### src/rtl/axil_macc_scheduler.sv
// Job scheduler for the axil_macc core: queues operand pairs, drives one ap_ctrl_hs
// transaction per job and returns each result (or a timeout error) on a valid/ready port.
module axil_macc_scheduler #(
    parameter int DATA_W     = 32,
    parameter int FIFO_DEPTH = 4,
    parameter int TIMEOUT    = 1024
) (
    input  logic              clock,
    input  logic              reset,
    input  logic              in_valid,
    output logic              in_ready,
    input  logic [DATA_W-1:0] in_a,
    input  logic [DATA_W-1:0] in_b,
    output logic              core_ap_start,
    input  logic              core_ap_ready,
    input  logic              core_ap_done,
    output logic [DATA_W-1:0] core_a,
    output logic [DATA_W-1:0] core_b,
    input  logic [DATA_W-1:0] core_result,
    output logic              out_valid,
    input  logic              out_ready,
    output logic [DATA_W-1:0] out_data,
    output logic              out_timeout,
    output logic [15:0]       job_count,
    output logic              err_sticky,
    output logic              busy
);

    localparam int PTR_W = $clog2(FIFO_DEPTH);
    localparam int CNT_W = PTR_W + 1;
    localparam int TMR_W = $clog2(TIMEOUT);

    typedef enum logic [1:0] {
        ST_IDLE   = 2'd0,
        ST_LAUNCH = 2'd1,
        ST_WAIT   = 2'd2,
        ST_RESP   = 2'd3
    } state_t;

    state_t                state_r;
    state_t                next_state_s;
    logic [2*DATA_W-1:0]   mem_r [FIFO_DEPTH];
    logic [PTR_W-1:0]      wr_ptr_r;
    logic [PTR_W-1:0]      rd_ptr_r;
    logic [CNT_W-1:0]      count_r;
    logic [TMR_W-1:0]      timer_r;
    logic                  start_r;
    logic [DATA_W-1:0]     a_r;
    logic [DATA_W-1:0]     b_r;
    logic                  out_valid_r;
    logic [DATA_W-1:0]     out_data_r;
    logic                  out_timeout_r;
    logic [15:0]           job_count_r;
    logic                  err_r;

    logic                  push_s;
    logic                  pop_s;
    logic                  tmo_s;
    logic                  cap_result_s;
    logic                  cap_timeout_s;
    logic                  accept_s;

    assign in_ready      = (count_r != CNT_W'(FIFO_DEPTH));
    assign busy          = (state_r != ST_IDLE) || (count_r != {CNT_W{1'b0}});
    assign push_s        = in_valid && in_ready;
    assign tmo_s         = (timer_r == TMR_W'(TIMEOUT - 1));
    assign core_ap_start = start_r;
    assign core_a        = a_r;
    assign core_b        = b_r;
    assign out_valid     = out_valid_r;
    assign out_data      = out_data_r;
    assign out_timeout   = out_timeout_r;
    assign job_count     = job_count_r;
    assign err_sticky    = err_r;

    // Next-state decode; a done in the timeout cycle wins over the abort.
    always_comb begin
        next_state_s  = state_r;
        pop_s         = 1'b0;
        cap_result_s  = 1'b0;
        cap_timeout_s = 1'b0;
        accept_s      = 1'b0;
        case (state_r)
            ST_IDLE: begin
                if (count_r != {CNT_W{1'b0}}) begin
                    pop_s        = 1'b1;
                    next_state_s = ST_LAUNCH;
                end else begin
                    next_state_s = ST_IDLE;
                end
            end
            ST_LAUNCH: begin
                if (core_ap_ready && core_ap_done) begin
                    cap_result_s = 1'b1;
                    next_state_s = ST_RESP;
                end else if (tmo_s) begin
                    cap_timeout_s = 1'b1;
                    next_state_s  = ST_RESP;
                end else if (core_ap_ready) begin
                    next_state_s = ST_WAIT;
                end else begin
                    next_state_s = ST_LAUNCH;
                end
            end
            ST_WAIT: begin
                if (core_ap_done) begin
                    cap_result_s = 1'b1;
                    next_state_s = ST_RESP;
                end else if (tmo_s) begin
                    cap_timeout_s = 1'b1;
                    next_state_s  = ST_RESP;
                end else begin
                    next_state_s = ST_WAIT;
                end
            end
            ST_RESP: begin
                if (out_ready) begin
                    accept_s     = 1'b1;
                    next_state_s = ST_IDLE;
                end else begin
                    next_state_s = ST_RESP;
                end
            end
            default: begin
                next_state_s = ST_IDLE;
            end
        endcase
    end

    // Queue storage; contents are don't-care until written, pointers carry validity.
    always_ff @(posedge clock) begin
        if (push_s) begin
            mem_r[wr_ptr_r] <= {in_a, in_b};
        end
    end

    // State, queue pointers, timer and all registered outputs.
    always_ff @(posedge clock) begin
        if (!reset) begin
            state_r       <= ST_IDLE;
            wr_ptr_r      <= {PTR_W{1'b0}};
            rd_ptr_r      <= {PTR_W{1'b0}};
            count_r       <= {CNT_W{1'b0}};
            timer_r       <= {TMR_W{1'b0}};
            start_r       <= 1'b0;
            a_r           <= {DATA_W{1'b0}};
            b_r           <= {DATA_W{1'b0}};
            out_valid_r   <= 1'b0;
            out_data_r    <= {DATA_W{1'b0}};
            out_timeout_r <= 1'b0;
            job_count_r   <= 16'd0;
            err_r         <= 1'b0;
        end else begin
            state_r     <= next_state_s;
            start_r     <= (next_state_s == ST_LAUNCH);
            out_valid_r <= (next_state_s == ST_RESP);

            if (push_s) begin
                wr_ptr_r <= wr_ptr_r + PTR_W'(1);
            end
            if (pop_s) begin
                rd_ptr_r <= rd_ptr_r + PTR_W'(1);
                a_r      <= mem_r[rd_ptr_r][2*DATA_W-1:DATA_W];
                b_r      <= mem_r[rd_ptr_r][DATA_W-1:0];
            end
            if (push_s && !pop_s) begin
                count_r <= count_r + CNT_W'(1);
            end else if (pop_s && !push_s) begin
                count_r <= count_r - CNT_W'(1);
            end

            if (pop_s) begin
                timer_r <= {TMR_W{1'b0}};
            end else if ((state_r == ST_LAUNCH) || (state_r == ST_WAIT)) begin
                timer_r <= timer_r + TMR_W'(1);
            end

            if (cap_result_s) begin
                out_data_r    <= core_result;
                out_timeout_r <= 1'b0;
            end else if (cap_timeout_s) begin
                out_data_r    <= {DATA_W{1'b0}};
                out_timeout_r <= 1'b1;
                err_r         <= 1'b1;
            end

            if (accept_s) begin
                job_count_r <= job_count_r + 16'd1;
            end
        end
    end

endmodule

### config.mk
export PLATFORM = sky130hd
export DESIGN_NAME = axil_macc_scheduler
export DESIGN_NICKNAME = d
export VERILOG_FILES = /design/src/rtl/axil_macc_scheduler.sv
export SDC_FILE = /design/constraint.sdc
export NUM_CORES = 1
export LEC_CHECK = 0
export CAP_MARGIN = 20
export CORE_MARGIN = 2
export CORE_UTILIZATION = 55
export CTS_BUF_LIST = sky130_fd_sc_hd__clkbuf_2 sky130_fd_sc_hd__clkbuf_4 sky130_fd_sc_hd__clkbuf_8
export CTS_CLUSTER_DIAMETER = 120
export DETAILED_ROUTE_END_ITERATION = 12
export GPL_TIMING_DRIVEN = 1
export PLACE_DENSITY_LB_ADDON = 0.05
export RECOVER_POWER = 50
export SLEW_MARGIN = 20
export SYNTH_ARGS = -nofsm -noshare
export SYNTH_HDL_FRONTEND = slang
export SYNTH_SLANG_ARGS = --single-unit
export TNS_END_PERCENT = 10
### constraint.sdc
create_clock -name clock -period 6.61 [get_ports clock]
set_input_delay 1.322 -clock clock [delete_from_list [all_inputs] [get_ports clock]]
set_output_delay 1.322 -clock clock [all_outputs]
set_load 0.05 [all_outputs]
; Word-level counts from Yosys, hierarchy flattened
; Memory sizes are Yosys's and may differ from the RTL's. A register that Yosys moved wholly into a read port is not among the register bits.
; Cells that the tools add are included.
[word_totals]
regBits = 71
latchBits = 0
mem_bits_rw = 256
mem_bits_ro = 0
inputBits = 102
out_inout_bits = 118
wordCells = 69
n_memories = 1
[classes]
add_sub_neg = 6
n_mul = 0
n_div = 0
n_lt_le_gt_ge = 0
eq_ne = 7
shift = 0
muxes = 25
n_bitwise = 2
reduce_logical = 17
[mem_list]
columns = name, depth, width, read_ports, rd_clocked_by_memory_dff, write_ports, line
row1 = mem_r, 4, 64, 1, 1, 1, 42  ; logic [2*DATA_W-1:0] mem_r [FIFO_DEPTH];
[op_table]
columns = op, count
row1 = $mux 32, 2
row2 = $add 16x1->16 const B, 1
row3 = $mux 1, 14
row4 = $add 10x1->10 const B, 1
row5 = $eq 10x10->1 const B, 1
row6 = $mux 2, 4
row7 = $pmux 2 s4, 1
row8 = $eq 2x2->1 const B, 3
row9 = $mux 3, 2
row10 = $reduce_bool 2->1, 3
row11 = $add 2x1->2 const B, 2
row12 = $eq 2x1->1 const B, 2
row13 = $logic_and 1x1->1, 4
row14 = $pmux 1 s2, 2
row15 = $reduce_or 2->1, 2
row16 = $add 3x1->3 const B, 1
row17 = $logic_not 1->1, 3
row18 = $ne 3x3->1 const B, 1
row19 = $reduce_bool 3->1, 1
row20 = $sub 3x1->3 const B, 1
row21 = $logic_not 2->1, 1
row22 = $logic_or 1x1->1, 2
row23 = $not 1->1, 2
row24 = $reduce_and 2->1, 1

; Depth between registers and ports, before layout
; Gate-level depths: netlist (run 1).
[depth]
depth_word = 6
mapped_depth = 11
mapped_depth_nobuf = 10

; Worst setup path after synthesis (run 1)
; OpenSTA, ideal clock, no wires.
[synth_path]
path_kind = input -> register
startpoint = in in_valid
endpoint = mem mem_r[0][0] in the netlist's numbering (enable)
setup_ns = 0.429
arrival_ns = 3.147
required_ns = 6.181
slack_ns = 3.034
cell_stages = 2
path_buffers = 0
cell_sequence = a21boi_2 and2_1
[synth_between]
elab_chain_cells = 3
[synth_lines]
columns = element, line
row1 = start: declaration, 10  ; input logic in_valid,
row2 = $logic_and 1x1->1, 65  ; assign push_s = in_valid && in_ready;
row3 = $mux 1, 132  ; if (push_s) begin
row4 = $mux 1 (implied by the code), 133  ; mem_r[wr_ptr_r] <= {in_a, in_b};
row5 = end: declaration, 42
; No other way between the ends.

; Worst setup path after layout (run 1)
[layout_path]
startpoint = reg state_r[0]
endpoint = reg timer_r[5]
[layout_between]
elab_chain_cells = 3
[layout_lines]
columns = element, line
row1 = start: declaration, 40  ; state_t state_r;
row2 = start signal: assignment, 154  ; state_r <= next_state_s;
row3 = $logic_not 2->1, 83  ; case (state_r)
row4 = $mux 1, 83
row5 = $reduce_or 2->1 (no source line), n/a
row6 = end signal: assignment, 144  ; timer_r <= {TMR_W{1'b0}};
row7 = end signal: assignment, 173  ; timer_r <= {TMR_W{1'b0}};
row8 = end signal: assignment, 175  ; timer_r <= timer_r + TMR_W'(1);
row9 = end: declaration, 46  ; logic [TMR_W-1:0] timer_r;
; Parallel ways exist; a longest one is shown, timed or not.
; A chain may end at the register's enable or synchronous reset.

==> results of run 1 <==
[routing by layer]
| layer | vias to the layer above | routed length [µm] |
|---|---|---|
| li1 | 3851 | - |
| met1 | 4045 | 11980 |
| met2 | 257 | 13760 |
| met3 | 46 | 2044 |
| met4 | 0 | 528 |
| met5 | - | 0 |
[report_power, final]
group	internal, mW	switching [mW]	total [mW]
sequential	2.96	0.216	3.18
combinational	0.791	1.34	2.13
clock	1.15	0.899	2.05
[flip-flops by register name, summed over array words and instances (netlist names)]
signal / count
core_a: 32
core_ap_start: 1
core_b: 32
count_r: 3
err_sticky: 1
job_count: 16
mem_r: 256
out_data: 32
out_timeout: 1
out_valid: 1
rd_ptr_r: 2
state_r: 2
timer_r: 10
wr_ptr_r: 2
[critical path, stage by stage, from the launching register on]
cell and delay, ns:
dfxtp_1 0.38, inv_1 0.08, ha_1 0.29, o31a_2 0.16
inv_1 0.07, clkbuf_1 2.24, nand2_1 0.84, nor2_1 0.27
[kinds of logic (layout without fill, tap and decap cells)]
logic type | Yosys count | after routing
buffers and inverters | 56 | 350
multiplexers | 70 | 70
XOR/XNOR | 25 | 25
AO/OA/AOI/OAI | 113 | 113
other | 0 | 1
adder cells (fa/ha/maj) | 12 | 12
flip-flops | 391 | 391
AND/OR/NAND/NOR | 228 | 228
[placed cells by master, fill, tap and decap left out, types with 3 or more instances in the layout]
master,n
clkinv_2,8
a21oi_1,70
nor2_1,33
clkdlybuf4s50_1,152
a22o_1,32
and2_4,4
nor4_1,6
nand2_1,148
inv_1,10
xor2_1,7
clkbuf_8,72
nand4_2,3
clkbuf_4,28
o21ai_0,4
nand2b_1,4
nor3_1,11
nand4_1,3
nand3_1,7
dlygate4sd3_1,67
edfxtp_1,256
ha_1,11
mux2i_1,6
buf_4,4
dfxtp_1,133
mux4_2,64
clkinv_1,4
xnor2_1,18
[layout make-up]
type,count,area [µm²]
tap,330,412.9
fill,1788,7372
clock inverter,14,80.08
sequential,391,10400
multi-input combinational,448,3588
clock buffer,100,1201
antenna,1,2.502
inverter,11,42.54
timing repair buffer,225,2230
[final timing paths]
path                             endpoint  cells past startpoint                    start  slack, ns
setup / recovery  timer_r[5]$_SDFFE_PP0P_                      7    state_r[0]$_SDFF_PN0_       2.16
hold / removal    core_a[25]$_SDFFE_PN0P_                      2  core_a[25]$_SDFFE_PN0P_       0.45
setup reg to reg  timer_r[5]$_SDFFE_PP0P_                      7    state_r[0]$_SDFF_PN0_       2.16
hold reg to reg   core_a[25]$_SDFFE_PN0P_                      2  core_a[25]$_SDFFE_PN0P_       0.45
[stage by stage]
| stage | setup WS [ns] | power, mW | util (%) | std cells | cell area, µm² |
|---|---|---|---|---|---|
| 3_3_place_gp | 3.063 | 5.380 | 65.96 | 1405 | 16700 |
| 4_1_cts | 2.977 | 7.464 | 71.02 | 1519 | 17990 |
| 6_report | 2.160 | 7.359 | 70.89 | 1520 | 17950 |
| 2_1_floorplan | 3.034 | 4.716 | - | 895 | 14280 |
| 3_5_place_dp | 3.024 | 5.404 | 65.96 | 1405 | 16700 |
| 5_1_grt | 1.654 | 7.715 | 70.88 | 1519 | 17950 |
==> results.json, run 1 <==
{
  "start_util_pct": 56.38,
  "synthesis.nets": 1009,
  "peakVddDrop_mv": 0.2918,
  "coreArea_um2": 25330,
  "synthMuxAreaShare_pct": 10.51,
  "synth-adder-area-share_pct": 1.104,
  "wl_mm": 28.31,
  "power_density_nw_per_um2": 409.9,
  "use_met3_pct": 5.245,
  "tritoncts": "built",
  "synth_flop_cell": "edfxtp_1",
  "hold_ws_ns": 0.4510,
  "firstDrtPassIters": 5,
  "post-synth-top-count-cell": "edfxtp_1",
  "drc": 0,
  "synth-compound-area-share_pct": 5.003,
  "grt_max_degree": 67,
  "dp_hpwl_mm": 16.48,
  "setup_violations": 0,
  "die_y_um": 165.1,
  "grt_overflow": 0,
  "cts.repair.resized": 0,
  "synthDominantCellAreaShare_pct": 53.83,
  "syn_area_per_cell_um2": 15.96,
  "synth_top_area_cell": "edfxtp_1",
  "ys_top_cells_by_count": "256 x edfxtp_1, 148 x nand2_1, 135 x dfxtp_1, 70 x a21oi_1, 64 x mux4_2",
  "die-area_um2": 27270,
  "post-cts-setup-buffers": 0,
  "yosys_warnings": 0,
  "met1_usage_pct": 27.02,
  "async_flop_share_pct": 0,
  "portBuffers": 219,
  "arrival_ns": 4.95,
  "worstMarginPinSlew_ns": 3.181,
  "die_x_um": 165.1,
  "clkTransAtPathRegs_ns": 0.06,
  "fin_nets": 1251,
  "finalHoldViolCount": 0,
  "grt_util_met2_pct": 35.02,
  "cp.required_ns": 7.11,
  "slew_violations": 66,
  "synthTopCellsByArea": "edfxtp_1 54%, dfxtp_1 19%, mux4_2 10%",
  "numCtsBuffers": 60,
  "viasPerCell": 5.394,
  "ios": 220,
  "grt_pass1_wl_mm": 43.73,
  "busiest_layer": "met2",
  "area_growth_pct": 25.73,
  "start_kind": "flop",
  "maxCapViolCount": 1,
  "synth_top_family_by_area": "multiplexers",
  "ys_seq_area_share_pct": 72.76,
  "critPathMaxFanout": 65,
  "fmax_mhz": 224.7,
  "synth_xor_area_share_pct": 1.533,
  "antenna_left": 0,
  "slew_headroom_pct": -112.1,
  "min_path_type": "reg -> reg",
  "min_period_over_period_pct": 67.32,
  "synth.cell_area_um2": 14280,
  "clk_latency_ns": 0.61,
  "synth_edf_count": 256,
  "cts_root_buffer": "clkbuf_8",
  "grt_pass1_vias": 8339,
  "status": "complete, but fails checks",
  "ys_types": 43,
  "synthSimpleGateAreaFrac_pct": 7.045,
  "htreeDepth": 2,
  "path_class": "reg -> reg",
  "leakagePower_nw": 6.083,
  "drtIter0Drc": 568,
  "worstSetupEndpointType": "flop",
  "grt_usage_pct": 20.81,
  "rows": 58,
  "postCtsHoldBufs": 0,
  "clock_skew_ns": 0.02749,
  "finalSetupTns_ns": 0,
  "num_vias": 8199,
  "cts.sinks": 391,
  "drive_gt1_share_pct": 16.40,
  "antenna_found_initial": 1,
  "ys_seq_elements": 391,
  "gp_congestion": 0.7119,
  "failed_checks": "capacitance limit, slew limit",
  "wire_per_inst_um": 18.62,
  "clockBufferDepth": 3,
  "min_period_ns": 4.450,
  "rsz0062_at_grt": "no",
  "synthCells": 895
}
Power figures use the tool's default switching activity.
==> run 2: changes to the inputs <==
--- a/config.mk
+++ b/config.mk
@@ -7,7 +7,7 @@
 export LEC_CHECK = 0
 export CAP_MARGIN = 20
 export CORE_MARGIN = 2
-export CORE_UTILIZATION = 55
+export CORE_UTILIZATION = 50
 export CTS_BUF_LIST = sky130_fd_sc_hd__clkbuf_2 sky130_fd_sc_hd__clkbuf_4 sky130_fd_sc_hd__clkbuf_8
 export CTS_CLUSTER_DIAMETER = 120
 export DETAILED_ROUTE_END_ITERATION = 12
==> constraint.sdc (replaced) <==
create_clock -name clock -period 3.9 [get_ports clock]
set_input_delay 0.78 -clock clock [delete_from_list [all_inputs] [get_ports clock]]
set_output_delay 0.78 -clock clock [all_outputs]
set_load 0.05 [all_outputs]
==> run 2 against run 1 <==
The flow now finishes without violations; first-iteration DRC count decreased by 29%; via count increased by 1.0%; design area increased by 0.85%; sequential share of layout area decreased by 0.49 points.
==> results.json, run 2 (synthesis gave the netlist of run 1 again) <==
{
  "status": "finished, final reports clean",
  "grt_overflow": 0,
  "grt_pass1_wl_mm": 46.69,
  "worstMarginPinSlew_ns": 1.220,
  "area_growth_pct": 26.80,
  "multi_input_area_um2": 3576,
  "layout_common_cells": "256 x edfxtp_1, 152 x clkdlybuf4s50_1, 148 x nand2_1",
  "final_common_cell": "edfxtp_1",
  "coreArea_um2": 27930,
  "worstSetupEndpointType": "flop",
  "worstRegToRegCells": 10,
  "fmax_mhz": 306.0,
  "num_vias": 8282,
  "clockBufferDepth": 3,
  "gp_congestion": 0.7464,
  "dp_hpwl_mm": 17.90,
  "slew_headroom_pct": 18.61,
  "drtIter0Drc": 406,
  "drc": 0,
  "power_frac_comb_pct": 29.2,
  "power_switching_share_pct": 33.24,
  "post-cts-setup-buffers": 0,
  "maxCapViolCount": 0,
  "grt_usage_pct": 19.57,
  "largest_reg_flops": 256,
  "peakVddDrop_mv": 0.4388,
  "wire_per_inst_um": 18.36,
  "seq_power_share_pct": 43.4,
  "die-area_um2": 29930,
  "min_period_ns": 3.268,
  "cts.sinks": 391,
  "power_density_nw_per_um2": 687.6,
  "numCtsBuffers": 61,
  "viasPerCell": 5.242,
  "slew_violations": 0,
  "arrival_ns": 3.51,
  "grt_max_degree": 67,
  "htreeDepth": 2,
  "fillers": 2118,
  "tritoncts": "built",
  "antenna_found_initial": 3,
  "ios": 220,
  "final-seq-area_um2": 10400,
  "min_path_type": "reg -> reg",
  "clock_skew_ns": 0.03272,
  "finalHoldViolCount": 0,
  "finalSetupTns_ns": 0,
  "critPathMaxFanout": 50,
  "min_period_over_period_pct": 83.78,
  "die_y_um": 173.0,
  "start_kind": "input port",
  "cp.required_ns": 4.14,
  "power.total_mw": 12.45,
  "setup_violations": 0,
  "clkTransAtPathRegs_ns": 0.06,
  "path_class": "in -> reg",
  "min_path_cells": 2,
  "grt_pass1_vias": 8609,
  "clk_latency_ns": 0.59,
  "leakagePower_nw": 6.121,
  "cts.repair.resized": 0,
  "wl_mm": 29.01,
  "fin_nets": 1261,
  "cts_root_buffer": "clkbuf_8",
  "power_switching_mw": 4.139,
  "start_util_pct": 51.12,
  "portBuffers": 219,
  "internal-power_mw": 8.312,
  "rows": 61,
  "hold_ws_ns": 0.4493,
  "regMostFlops": "mem_r",
  "rsz0062_at_grt": "no",
  "drive_gt1_share_pct": 16.51,
  "die_x_um": 173.0,
  "antenna_left": 0,
  "firstDrtPassIters": 4,
  "postCtsHoldBufs": 0,
  "p_clk_share_pct": 27.4
}
-- run 2: changes by cell type in the layout (fill, tap and decap cells not counted), sizes merged --
cell and change:
diode +2, clkinv +5, clkbuf -5, buf +10
-- run 2: critical path, stage by stage --
cell	delay, ns
dlygate4sd3_1	0.57
a21boi_0	0.69
and2_0	1.03
buf_12	0.39
-- run 2: cell type report --
| class | instances | area share [%] |
|---|---|---|
| Antenna cell | 3 | 0.04146 |
| Clock buffer | 96 | 6.537 |
| Clock inverter | 19 | 0.4837 |
| Inverter | 11 | 0.2349 |
| Multi-Input combinational cell | 448 | 19.75 |
| Sequential cell | 391 | 57.42 |
| Tap cell | 378 | 2.612 |
| Timing Repair Buffer | 234 | 12.92 |
-- run 2: through the flow --
stage | instance area (µm²) | worst slack (ns) | instances | util (%)
floorplan | 14280 | 0.8659 | 895 | -
global placement | 16880 | 0.8930 | 1462 | 60.44
detailed placement | 16880 | 0.8454 | 1462 | 60.44
CTS | 18150 | 0.8593 | 1577 | 64.99
global route | 18100 | 0.4099 | 1577 | 64.79
finish | 18110 | 0.6324 | 1580 | 64.82
-- run 2: worst paths after layout --
path,start,to,slack (ns)
max reg2reg,state_r[0]$_SDFF_PN0_,count_r[2]$_SDFFE_PN0P_,0.77
max,in_valid,mem_r[3][44]$_DFFE_PP_,0.63
min reg2reg,out_timeout$_SDFFE_PP0P_,out_timeout$_SDFFE_PP0P_,0.45
min,out_timeout$_SDFFE_PP0P_,out_timeout$_SDFFE_PP0P_,0.45
-- run 2: power by group through the flow --
stage               clock network [mW]  registers [mW]  logic (mW)
finish                            3.41            5.40        3.64
global route                      3.71            5.49        3.90
CTS                               3.52            5.42        3.72
detailed placement                   0            5.50        3.71
global placement                     0            5.49        3.68
floorplan                            0            6.28        1.71
-- run 2: routing by layer --
layer | vias to the layer above | GRT usage, % | wire [µm]
li1 | 3880 | - | -
met1 | 4110 | 25.71 | 12690
met2 | 249 | 32.92 | 14010
met3 | 41 | 4.925 | 1884
met4 | 2 | 4.802 | 416
met5 | - | 0 | 8
==> run 3: changes to the inputs <==
==> constraint.sdc (replaced) <==
create_clock -name clock -period 2.7 [get_ports clock]
set_input_delay 0.54 -clock clock [delete_from_list [all_inputs] [get_ports clock]]
set_output_delay 0.54 -clock clock [all_outputs]
set_load 0.05 [all_outputs]
==> run 3 against run 2 <==
Setup slack got worse by 0.41 ns; first-iteration DRC count shrank 3.9%; largest cell class unchanged; sequential share of layout area is 0.48 points lower; count of clock-buffer cells in the layout is the same.
==> results.json, run 3 (synthesis gave the netlist of run 1 again) <==
{
  "status": "finished, final reports clean",
  "die_y_um": 173.0,
  "num_vias": 8215,
  "power_switching_mw": 6.023,
  "largest_reg_flops": 256,
  "numCtsBuffers": 61,
  "drtIter0Drc": 390,
  "wire_per_inst_um": 17.79,
  "cts_root_buffer": "clkbuf_8",
  "slew_violations": 0,
  "min_path_type": "reg -> reg",
  "power_density_nw_per_um2": 1003,
  "setup_violations": 0,
  "grt_pass1_wl_mm": 44.93,
  "start_util_pct": 51.12,
  "firstDrtPassIters": 4,
  "leakagePower_nw": 6.198,
  "worstSetupEndpointType": "primary output",
  "ios": 220,
  "clk_latency_ns": 0.60,
  "tritoncts": "built",
  "power_frac_comb_pct": 29.2,
  "post-cts-setup-buffers": 0,
  "portBuffers": 219,
  "layout.cells.non_filler": 1586,
  "post-place-cells": 1469,
  "area_growth_pct": 27.88,
  "min_period_over_period_pct": 91.91,
  "p_clk_share_pct": 28.7,
  "grt_pass1_vias": 8440,
  "grt_overflow": 0,
  "slew_headroom_pct": 7.489,
  "regMostFlops": "mem_r",
  "fin_nets": 1268,
  "antenna_left": 0,
  "critPathMaxFanout": 7,
  "dp_hpwl_mm": 17.01,
  "finalSetupTns_ns": 0,
  "antenna_found_initial": 4,
  "clkTransAtPathRegs_ns": 0.06,
  "fmax_mhz": 403.0,
  "internal-power_mw": 12.30,
  "start_kind": "flop",
  "finalHoldViolCount": 0,
  "cts.sinks": 391,
  "power_switching_share_pct": 32.88,
  "fillers": 2086,
  "rsz0062_at_grt": "no",
  "arrival_ns": 1.94,
  "power.total_mw": 18.32,
  "worstMarginPinSlew_ns": 1.388,
  "clock_skew_ns": 0.01742,
  "utilization_pct": 65.37,
  "grt_max_degree": 67,
  "path_class": "reg -> out",
  "drc": 0,
  "min_period_ns": 2.482,
  "drive_gt1_share_pct": 17.50,
  "peakVddDrop_mv": 0.7034,
  "postCtsHoldBufs": 0,
  "htreeDepth": 2,
  "wl_mm": 28.21,
  "cp.required_ns": 2.16,
  "die_x_um": 173.0,
  "clockBufferDepth": 3,
  "seq_power_share_pct": 42.1,
  "rows": 61,
  "viasPerCell": 5.180,
  "grt_usage_pct": 18.88,
  "die-area_um2": 29930,
  "final_common_cell": "edfxtp_1",
  "gp_congestion": 0.7433,
  "coreArea_um2": 27930,
  "maxCapViolCount": 0,
  "layout_common_cells": "256 x edfxtp_1, 152 x clkdlybuf4s50_1, 148 x nand2_1"
}
run 3: changes by cell type in the layout (fill, tap and decap cells not counted), sizes merged, moves of 2 or more:
cell         previous run  this run
dlygate4sd3            67        65
clkinv                 18        12
bufinv                  0         3
clkbuf                 97       103
clkinvlp                1         4
run 3: final timing paths:
kind,start,endpoint,slack [ns],cells past startpoint
max,state_r[0]$_SDFF_PN0_,busy,0.22,4
min,core_b[15]$_SDFFE_PN0P_,core_b[15]$_SDFFE_PN0P_,0.45,2
max reg2reg,count_r[0]$_SDFFE_PN0P_,mem_r[2][7]$_DFFE_PP_,0.26,5
min reg2reg,core_b[15]$_SDFFE_PN0P_,core_b[15]$_SDFFE_PN0P_,0.45,2
run 3: metal layers:
metal | share of wire, % | vias to the layer above | GRT usage [%]
met2 | 48 | 236 | 31.28
met3 | 6.2 | 48 | 4.969
met4 | 1.7 | 4 | 5.473
li1 | - | 3888 | -
met1 | 44 | 4039 | 24.71
met5 | 0.092 | - | 0
run 3: power groups by stage:
| stage | combinational, mW | clock (mW) | sequential [mW] |
|---|---|---|---|
| 2_1_floorplan | 2.47 | 0 | 9.07 |
| 3_3_place_gp | 5.51 | 0 | 7.81 |
| 3_5_place_dp | 5.52 | 0 | 7.84 |
| 4_1_cts | 5.53 | 5.41 | 7.72 |
| 5_1_grt | 5.75 | 5.67 | 7.81 |
| 6_report | 5.36 | 5.26 | 7.71 |
run 3: cell type report:
class                   instances  area (µm²)  area share [%]
flip-flops and latches        391       10400           56.94
multi-input cells             448        3590           19.66
repair buffers                241        2402           13.16
clock buffers                  96        1171           6.413
well taps                     378       473.0           2.590
clock inverters                19       180.2          0.9866
inverters                      11       42.54          0.2330
diodes                          2       5.005         0.02741
run 3: what timing repair did:
item,in CTS,in global routing
hold endpoints to repair,0,0
resized for setup,1,1
endpoints found under the setup margin,1,1
run 3: metrics by stage:
step           instance area (µm²)  setup slack, ns  hold WS (ns)
4_1_cts                      18370          0.04014        0.4539
2_1_floorplan                14280         -0.09389        0.4851
3_5_place_dp                 17020           0.1862        0.4456
3_3_place_gp                 17020           0.2587        0.4433
6_report                     18260           0.2184        0.4498
5_1_grt                      18260          0.07291        0.4714
run 3: worst max-delay path, cell delays in order, from the launching register on:
cell,delay (ns)
dfxtp_1,0.36
inv_1,0.07
ha_1,0.28
nand2_1,0.10
dlygate4sd2_1,0.54
